==> src/rtl/ahb_pkg.sv <==
// ahb_pkg
// Shared AMBA AHB encodings and the FSM state type used by ahb_picomem_slave
// and its helpers.
//   HTRANS_* : transfer type codes (IDLE, BUSY, NONSEQ, SEQ)
//   HRESP_*  : response codes (only OKAY and ERROR are ever driven)
//   HSIZE_*  : transfer size codes supported by the native interface
//   state_e  : bus-side FSM states of the slave
package ahb_pkg;

  localparam logic [1:0] HTRANS_IDLE   = 2'b00;
  localparam logic [1:0] HTRANS_BUSY   = 2'b01;
  localparam logic [1:0] HTRANS_NONSEQ = 2'b10;
  localparam logic [1:0] HTRANS_SEQ    = 2'b11;

  localparam logic [1:0] HRESP_OKAY    = 2'b00;
  localparam logic [1:0] HRESP_ERROR   = 2'b01;

  localparam logic [2:0] HSIZE_BYTE    = 3'd0;
  localparam logic [2:0] HSIZE_HALF    = 3'd1;
  localparam logic [2:0] HSIZE_WORD    = 3'd2;

  typedef enum logic [2:0] {
    ST_IDLE,
    ST_ACCESS,
    ST_RESP,
    ST_ERR1,
    ST_ERR2
  } state_e;

endpackage

==> src/rtl/ahb_picomem_slave_if.sv <==
// ahb_picomem_slave_if
// GRLIB-style AHB slave-side bus bundle.
//   slave  modport : view of the responding slave (drives HRDATA/HREADYOUT/HRESP)
//   master modport : view of the bus/master side (drives address/control/data)
interface ahb_picomem_slave_if;

  logic        HSEL;
  logic [31:0] HADDR;
  logic        HWRITE;
  logic [1:0]  HTRANS;
  logic [2:0]  HSIZE;
  logic [2:0]  HBURST;
  logic [3:0]  HPROT;
  logic [31:0] HWDATA;
  logic        HREADY;
  logic [31:0] HRDATA;
  logic        HREADYOUT;
  logic [1:0]  HRESP;

  modport slave (
    input  HSEL, HADDR, HWRITE, HTRANS, HSIZE, HBURST, HPROT, HWDATA, HREADY,
    output HRDATA, HREADYOUT, HRESP
  );

  modport master (
    output HSEL, HADDR, HWRITE, HTRANS, HSIZE, HBURST, HPROT, HWDATA, HREADY,
    input  HRDATA, HREADYOUT, HRESP
  );

endinterface

==> src/rtl/ahb_picomem_strb.sv <==
// ahb_picomem_strb
// Combinational size/offset decoder for native-interface slaves. Produces the
// byte-enable mask in GRLIB big-endian lane order (byte 0 on bits 31:24) and a
// legality flag for the transfer.
//   hsize   in  3 : AHB HSIZE
//   addr_lo in  2 : HADDR[1:0]
//   hwrite  in  1 : 1 = write (strobes are forced to zero for reads)
//   wstrb   out 4 : native byte enables
//   legal   out 1 : transfer size/alignment is supported
module ahb_picomem_strb
  import ahb_pkg::*;
(
  input  logic [2:0] hsize,
  input  logic [1:0] addr_lo,
  input  logic       hwrite,
  output logic [3:0] wstrb,
  output logic       legal
);

  logic [3:0] lanes;

  always_comb begin
    lanes = 4'b0000;
    legal = 1'b1;
    case (hsize)
      HSIZE_BYTE: lanes = 4'b1000 >> addr_lo;
      HSIZE_HALF: begin
        if (addr_lo[0]) legal = 1'b0;
        else            lanes = addr_lo[1] ? 4'b0011 : 4'b1100;
      end
      HSIZE_WORD: begin
        if (addr_lo != 2'b00) legal = 1'b0;
        else                  lanes = 4'b1111;
      end
      default: legal = 1'b0;
    endcase
    wstrb = hwrite ? lanes : 4'b0000;
  end

endmodule

==> src/rtl/ahb_picomem_slave.sv <==
// ahb_picomem_slave
// AHB slave that turns each accepted AHB transfer into one PicoRV32-style
// native memory request. Wait states follow mem_ready; a hung target is
// converted into a two-cycle AHB ERROR after TIMEOUT_CYCLES (0 = no timeout).
//   HCLK, HRESETn : bus clock, asynchronous active-low reset
//   ahb           : AHB slave bundle (address/control/data in, HRDATA/HREADYOUT/HRESP out)
//   mem_valid     : native request, high for the whole ACCESS state
//   mem_instr     : request is an opcode fetch (HPROT[0]=0)
//   mem_addr      : word-aligned request address
//   mem_wdata     : write data, passed straight from HWDATA during ACCESS
//   mem_wstrb     : byte enables, 0000 for reads
//   mem_ready     : target completion
//   mem_rdata     : read data, valid with mem_ready
module ahb_picomem_slave
  import ahb_pkg::*;
#(
  parameter int unsigned TIMEOUT_CYCLES = 255
) (
  input  logic                HCLK,
  input  logic                HRESETn,
  ahb_picomem_slave_if.slave  ahb,
  output logic                mem_valid,
  output logic                mem_instr,
  output logic [31:0]         mem_addr,
  output logic [31:0]         mem_wdata,
  output logic [3:0]          mem_wstrb,
  input  logic                mem_ready,
  input  logic [31:0]         mem_rdata
);

  localparam int CNT_W = (TIMEOUT_CYCLES < 2) ? 1 : $clog2(TIMEOUT_CYCLES);
  localparam logic [CNT_W-1:0] CNT_LIMIT =
    CNT_W'((TIMEOUT_CYCLES == 0) ? 0 : TIMEOUT_CYCLES - 1);
  localparam bit TIMEOUT_EN = (TIMEOUT_CYCLES != 0);

  state_e           state, state_d;
  logic             accept_p0;
  logic             legal_p0;
  logic [3:0]       wstrb_p0;
  logic             go_access;
  logic             timeout_hit;

  logic [31:0]      addr_p1;
  logic [3:0]       wstrb_p1;
  logic             write_p1;
  logic             instr_p1;
  logic [CNT_W-1:0] cnt_p1;
  logic [31:0]      hrdata_p1;

  // Address phase: decode lanes/legality of the transfer on the bus.
  ahb_picomem_strb u_strb (
    .hsize   (ahb.HSIZE),
    .addr_lo (ahb.HADDR[1:0]),
    .hwrite  (ahb.HWRITE),
    .wstrb   (wstrb_p0),
    .legal   (legal_p0)
  );

  // ERR2 and RESP both end a data phase with HREADYOUT=1, so they accept a
  // new address phase exactly like IDLE does.
  assign accept_p0 = ahb.HSEL & ahb.HREADY & ahb.HTRANS[1] &
                     ((state == ST_IDLE) | (state == ST_RESP) | (state == ST_ERR2));
  assign go_access = accept_p0 & legal_p0;

  // mem_ready wins over a simultaneous timeout because it is tested first below.
  assign timeout_hit = TIMEOUT_EN && (cnt_p1 == CNT_LIMIT);

  always_comb begin
    state_d = state;
    case (state)
      ST_IDLE, ST_RESP, ST_ERR2: begin
        if (accept_p0) state_d = legal_p0 ? ST_ACCESS : ST_ERR1;
        else           state_d = ST_IDLE;
      end
      ST_ACCESS: begin
        if (mem_ready)        state_d = ST_RESP;
        else if (timeout_hit) state_d = ST_ERR1;
      end
      ST_ERR1: state_d = ST_ERR2;
      default: state_d = ST_IDLE;
    endcase
  end

  always_ff @(posedge HCLK or negedge HRESETn) begin
    if (!HRESETn) state <= ST_IDLE;
    else          state <= state_d;
  end

  // Data phase: request attributes captured at accept, held through ACCESS.
  always_ff @(posedge HCLK or negedge HRESETn) begin
    if (!HRESETn) begin
      addr_p1  <= '0;
      wstrb_p1 <= '0;
      write_p1 <= 1'b0;
      instr_p1 <= 1'b0;
    end else if (go_access) begin
      addr_p1  <= {ahb.HADDR[31:2], 2'b00};
      wstrb_p1 <= wstrb_p0;
      write_p1 <= ahb.HWRITE;
      instr_p1 <= ~ahb.HPROT[0];
    end
  end

  always_ff @(posedge HCLK or negedge HRESETn) begin
    if (!HRESETn)                               cnt_p1 <= '0;
    else if (go_access)                         cnt_p1 <= '0;
    else if ((state == ST_ACCESS) && !mem_ready) cnt_p1 <= cnt_p1 + 1'b1;
  end

  always_ff @(posedge HCLK or negedge HRESETn) begin
    if (!HRESETn)
      hrdata_p1 <= '0;
    else if ((state == ST_ACCESS) && mem_ready && !write_p1)
      hrdata_p1 <= mem_rdata;
  end

  assign mem_valid = (state == ST_ACCESS);
  assign mem_addr  = addr_p1;
  assign mem_wstrb = mem_valid ? wstrb_p1 : 4'b0000;
  assign mem_instr = mem_valid & instr_p1;
  // The master holds HWDATA while HREADYOUT is low, so no capture is needed.
  assign mem_wdata = (mem_valid && write_p1) ? ahb.HWDATA : 32'h0;

  assign ahb.HRDATA    = hrdata_p1;
  assign ahb.HREADYOUT = (state != ST_ACCESS) && (state != ST_ERR1);
  assign ahb.HRESP     = ((state == ST_ERR1) || (state == ST_ERR2)) ? HRESP_ERROR
                                                                     : HRESP_OKAY;

  // Bits that carry no meaning here: bursts are handled beat by beat, only
  // HPROT[0] and HTRANS[1] matter.
  logic unused_bits;
  assign unused_bits = ^{ahb.HBURST, ahb.HPROT[3:1], ahb.HTRANS[0]};

endmodule
==> src/flat_wrapper.sv <==
// flat-port wrapper written by rule: the top's interface ports become plain ports
module ahb_picomem_slave_flat import ahb_pkg::*;
#(
  parameter int unsigned TIMEOUT_CYCLES = 255
)
  (HCLK, HRESETn, mem_valid, mem_instr, mem_addr, mem_wdata, mem_wstrb, mem_ready, mem_rdata, ahb_HSEL, ahb_HADDR, ahb_HWRITE, ahb_HTRANS, ahb_HSIZE, ahb_HBURST, ahb_HPROT, ahb_HWDATA, ahb_HREADY, ahb_HRDATA, ahb_HREADYOUT, ahb_HRESP);
  ahb_picomem_slave_if ahb_i ();
  input  logic HCLK;
  input  logic HRESETn;
  output logic mem_valid;
  output logic mem_instr;
  output logic [31:0] mem_addr;
  output logic [31:0] mem_wdata;
  output logic [3:0] mem_wstrb;
  input  logic mem_ready;
  input  logic [31:0] mem_rdata;
  input wire logic [$bits(ahb_i.HSEL)-1:0] ahb_HSEL;
  input wire logic [$bits(ahb_i.HADDR)-1:0] ahb_HADDR;
  input wire logic [$bits(ahb_i.HWRITE)-1:0] ahb_HWRITE;
  input wire logic [$bits(ahb_i.HTRANS)-1:0] ahb_HTRANS;
  input wire logic [$bits(ahb_i.HSIZE)-1:0] ahb_HSIZE;
  input wire logic [$bits(ahb_i.HBURST)-1:0] ahb_HBURST;
  input wire logic [$bits(ahb_i.HPROT)-1:0] ahb_HPROT;
  input wire logic [$bits(ahb_i.HWDATA)-1:0] ahb_HWDATA;
  input wire logic [$bits(ahb_i.HREADY)-1:0] ahb_HREADY;
  output wire logic [$bits(ahb_i.HRDATA)-1:0] ahb_HRDATA;
  output wire logic [$bits(ahb_i.HREADYOUT)-1:0] ahb_HREADYOUT;
  output wire logic [$bits(ahb_i.HRESP)-1:0] ahb_HRESP;
  assign ahb_i.HSEL = ahb_HSEL;
  assign ahb_i.HADDR = ahb_HADDR;
  assign ahb_i.HWRITE = ahb_HWRITE;
  assign ahb_i.HTRANS = ahb_HTRANS;
  assign ahb_i.HSIZE = ahb_HSIZE;
  assign ahb_i.HBURST = ahb_HBURST;
  assign ahb_i.HPROT = ahb_HPROT;
  assign ahb_i.HWDATA = ahb_HWDATA;
  assign ahb_i.HREADY = ahb_HREADY;
  assign ahb_HRDATA = ahb_i.HRDATA;
  assign ahb_HREADYOUT = ahb_i.HREADYOUT;
  assign ahb_HRESP = ahb_i.HRESP;
  ahb_picomem_slave #(.TIMEOUT_CYCLES(TIMEOUT_CYCLES)) u_core (.HCLK(HCLK), .HRESETn(HRESETn), .ahb(ahb_i), .mem_valid(mem_valid), .mem_instr(mem_instr), .mem_addr(mem_addr), .mem_wdata(mem_wdata), .mem_wstrb(mem_wstrb), .mem_ready(mem_ready), .mem_rdata(mem_rdata));
endmodule
==> config.mk <==
export PLATFORM = sky130hd
export DESIGN_NAME = ahb_picomem_slave_flat
export DESIGN_NICKNAME = d
export VERILOG_FILES = /design/src/rtl/ahb_pkg.sv /design/src/rtl/ahb_picomem_slave_if.sv /design/src/rtl/ahb_picomem_strb.sv /design/src/rtl/ahb_picomem_slave.sv /design/src/flat_wrapper.sv
export SDC_FILE = /design/constraint.sdc
export NUM_CORES = 1
export LEC_CHECK = 0
export CAP_MARGIN = 20
export CORE_MARGIN = 8
export CORE_UTILIZATION = 34
export CTS_BUF_LIST = sky130_fd_sc_hd__clkbuf_8
export CTS_CLUSTER_SIZE = 30
export DETAILED_ROUTE_END_ITERATION = 12
export GPL_ROUTABILITY_DRIVEN = 0
export PLACE_DENSITY = 0.75
export SETUP_SLACK_MARGIN = 0.05
export SLEW_MARGIN = 10
export SYNTH_ARGS = -nofsm -noshare
export SYNTH_HDL_FRONTEND = slang
export SYNTH_SLANG_ARGS = --single-unit
==> constraint.sdc <==
create_clock -name HCLK -period 1.6 [get_ports HCLK]
set_input_delay 0.32 -clock HCLK [delete_from_list [all_inputs] [get_ports HCLK]]
set_output_delay 0.32 -clock HCLK [all_outputs]
set_load 0.01 [all_outputs]
==> results of run 1 <==
==> where the power goes <==
part | internal, uW | switching [uW] | total, uW
clock network | 727 | 769 | 1500
registers | 2570 | 284 | 2860
logic | 1330 | 996 | 2330
==> logic make-up (layout without fill, tap and decap cells) <==
| group | Yosys count | after routing | synth area share, % |
|---|---|---|---|
| buffers and inverters | 26 | 270 | 3.36 |
| adder cells (fa/ha/maj) | 2 | 2 | 0.714 |
| other | 1 | 3 | 0.107 |
| multiplexers | 68 | 68 | 21.8 |
| AO/OA/AOI/OAI | 23 | 23 | 4.22 |
| AND/OR/NAND/NOR | 71 | 71 | 12.9 |
| flip-flops | 79 | 79 | 56.4 |
| XOR/XNOR | 2 | 2 | 0.500 |
==> cells in the mapped netlist <==
cell,n
dfrtp_1,79
mux2_2,66
and3_1,32
clkbuf_1,9
a21oi_1,8
buf_2,7
inv_1,6
nand2_1,6
and2_1,5
o21ai_0,4
o31ai_1,4
or4_1,4
buf_4,3
nand2b_1,3
nand3_1,3
nor2_1,3
ha_1,2
mux2i_1,2
nand3b_1,2
nor3b_1,2
nor4bb_1,2
or3_1,2
a2111oi_0,1
a211oi_1,1
a21o_1,1
a32o_1,1
and4_1,1
and4b_1,1
buf_1,1
conb_1,1
nand4_1,1
nor4b_1,1
o211ai_1,1
o21bai_1,1
o31a_1,1
or2_2,1
or3b_2,1
or4b_1,1
xnor2_1,1
xor2_1,1
==> registers in the layout (all words and copies together) (netlist names) <==
signal and count:
u_core.wstrb_p1 4, u_core.cnt_p1 8, u_core.instr_p1 1, u_core.state 3, u_core.ahb.HRDATA 32, u_core.mem_addr 30, u_core.write_p1 1
==> placed cells by master (no fill, tap or decap), drive strengths merged, types with 2 or more instances in the layout <==
cell type	Yosys	final
ha	2	2
or3	2	2
o31ai	4	4
nor3b	2	2
mux2i	2	2
nor4bb	2	2
o21ai	4	4
nor2	3	3
conb	1	3
a21oi	8	8
nand2	6	6
and3	32	32
clkdlybuf4s50	0	105
mux2	66	66
inv	6	8
nand2b	3	3
or4	4	4
dlygate4sd2	0	63
nand3	3	3
buf	11	73
clkinv	0	4
and2	5	5
nand3b	2	2
clkbuf	9	10
dfrtp	79	79
clkdlybuf4s15	0	5
==> layout make-up <==
| class | instances | area (um^2) |
|---|---|---|
| multi-input combinational | 169 | 1500 |
| clock inverter | 7 | 73.8 |
| timing repair buffer | 248 | 2310 |
| clock buffer | 9 | 124 |
| tap | 136 | 170 |
| sequential | 79 | 1980 |
| inverter | 6 | 22.5 |
| fill | 897 | 4000 |
==> layer usage <==
layer	wire length (um)	part of all wire, %
met1	4630	38
met2	6320	52
met3	1110	9.1
met4	137	1.1
met5	0	0
==> per-stage QoR <==
| stage | cells | utilization (%) | cell area, um^2 | worst slack (ns) |
|---|---|---|---|---|
| floorplan | 274 | - | 3540 | -0.113 |
| global placement | 621 | 58.0 | 5910 | -0.497 |
| detailed placement | 621 | 58.0 | 5910 | -0.509 |
| CTS | 653 | 60.2 | 6140 | -0.342 |
| global route | 654 | 60.7 | 6180 | -0.406 |
| finish | 654 | 60.7 | 6180 | -0.308 |
==> critical path: cells and delay by family (launching register included) <==
kind,cells,cell delay (ns)
buf+inv,3,0.38
flops,1,0.41
simple gates,2,0.46
==> timing repair <==
item                                    CTS  global route
resized for setup                       236            17
endpoints found under the setup margin  178           117
hold buffers                              1             0
buffers inserted                         12             3
pin swaps                                 6             2
endpoints found under the hold margin    20             0
gates cloned                              4             1
==> worst paths after layout <==
path	from	to	cells after the start
max in group asynchronous	HRESETn	u_core.state[1]	3
hold reg to reg	u_core.ahb.HRDATA[19]	u_core.ahb.HRDATA[19]	1
setup / recovery	u_core.state[1]	mem_wdata[20]	5
hold / removal	u_core.ahb.HRDATA[19]	u_core.ahb.HRDATA[19]	1
setup reg to reg	u_core.state[1]	u_core.cnt_p1[7]	4
min in group asynchronous	HRESETn	u_core.mem_addr[9]	3
==> summary.md, run 1 <==
| Metric | Value |
|---|---|
| Global route overflow | `0` |
| Slowest-stage cell, CP | `dfrtp_1` |
| Max-cap check violation count | `0` |
| Setup TNS | `-19.31 ns` |
| Antenna violations before repair | `0` |
| Tcrit/Tclk final | `119%` |
| # setup viols final | `115` |
| Slowest stage delay, CP | `0.41 ns` |
| Input/output buffers | `208` |
| Hold/Removal Path Class | `reg -> reg` |
| Total track usage | `17.1%` |
| Rows | `37` |
| Die ar. | `0.0138 mm^2` |
| First drt pass iteration count | `4` |
| Synth cell types | `40` |
| # DRC | `0` |
| Post-Route WL | `12,200 um` |
| Critical path arrival | `1.59 ns` |
| CP Cell Sequence | `nor3b_4 -> buf_4 -> buf_12 -> and3_4 -> buf_6` |
| VDD IR-drop max | `0.565 mV` |
| Met1 GRT Util | `17.7%` |
| CP endpoint kind | `primary output` |
| # IOs | `219` |
| Pwr/cell area | `1080 mW/mm^2` |
| Synth area leader | `dfrtp_1` |
| Kind of critical path | `reg -> out` |
| Final Max Slew Viols | `0` |
| Status | `finished with violations` |
| Dpl hpwl | `8870 um` |
| Final hold violations | `0` |
| Synthesis Warnings | `0` |
| Ant diodes | `0` |
| Sink Count | `79` |
| Failing checks | `negative setup slack` |
| Syn_area_per_cell | `12.9 um^2` |
| Initial Utilization | `34.4%` |
| Routed len/inst | `18.6 um` |
| Mapped Area | `0.00350 mm^2` |
| Share of cells above drive strength 1 | `34.9%` |
| Met2 GRT Util | `30.9%` |
| Vias | `3,141` |
| CP required | `1.28 ns` |
| Final worst slack | `-0.308 ns` |
| RSZ-0062 raised after global routing | `yes` |
| Routed vias/inst | `4.80` |
| First-pass GRT wire length | `18,900 um` |
| Fin nets | `629` |
| Reg-to-reg slack, setup | `-0.28 ns` |
| GRT met3 Usage | `7.34%` |
| Die Span X | `117 um` |
| Clock-pin slew on the worst setup and hold paths | `0.08 ns` |
| Latest clock arrival within the worst-skew pair | `0.35 ns` |
| Iteration-0 DRC Markers | `95` |
| Area grow syn2layout | `76.5%` |
| Clock Path Buffers | `2` |
| Minimum clock period | `1.91 ns` |
| Vias in the first global route | `3,431` |
| Final ANT Viol Nets | `0` |
| Clk_skew | `0.0108 ns` |
| Largest net degree at the start of global routing | `80` |
| Share of the synthesized area in the top cell type | `56.4%` |
| Chip height | `117 um` |
| Worst Setup Start Kind | `flip-flop` |
| Htree depth | `3` |
| CTS tree | `yes` |
| CTS root buf | `clkbuf_8` |
| Power, Total | `6680 uW` |
| Leakage power total | `0.00299 uW` |
| Core Area | `0.0102 mm^2` |
| Hold Slack | `0.502 ns` |
| Syn Inst Count | `272` |
| Number of synthesized register bits | `79` |
| Clock buffer count from CTS | `9` |
| Most Crowded Layer GR | `met2` |
| Post-synthesis sequential area ratio | `56.4%` |
| Largest cells by area after synthesis | `dfrtp_1 (56%), mux2_2 (21%), and3_1 (5.7%)` |
| Max Freq | `524 MHz` |
| Crit-path max FO | `16` |
Power figures use the tool's default switching activity.
==> inputs of run 2 (changes only) <==
--- a/config.mk
+++ b/config.mk
@@ -5,7 +5,6 @@
 export SDC_FILE = /design/constraint.sdc
 export NUM_CORES = 1
 export LEC_CHECK = 0
-export CAP_MARGIN = 20
 export CORE_MARGIN = 8
 export CORE_UTILIZATION = 34
 export CTS_BUF_LIST = sky130_fd_sc_hd__clkbuf_8
==> results of run 2 <==
Same layout as run 1: the final DEF is identical, and so are final timing and power.
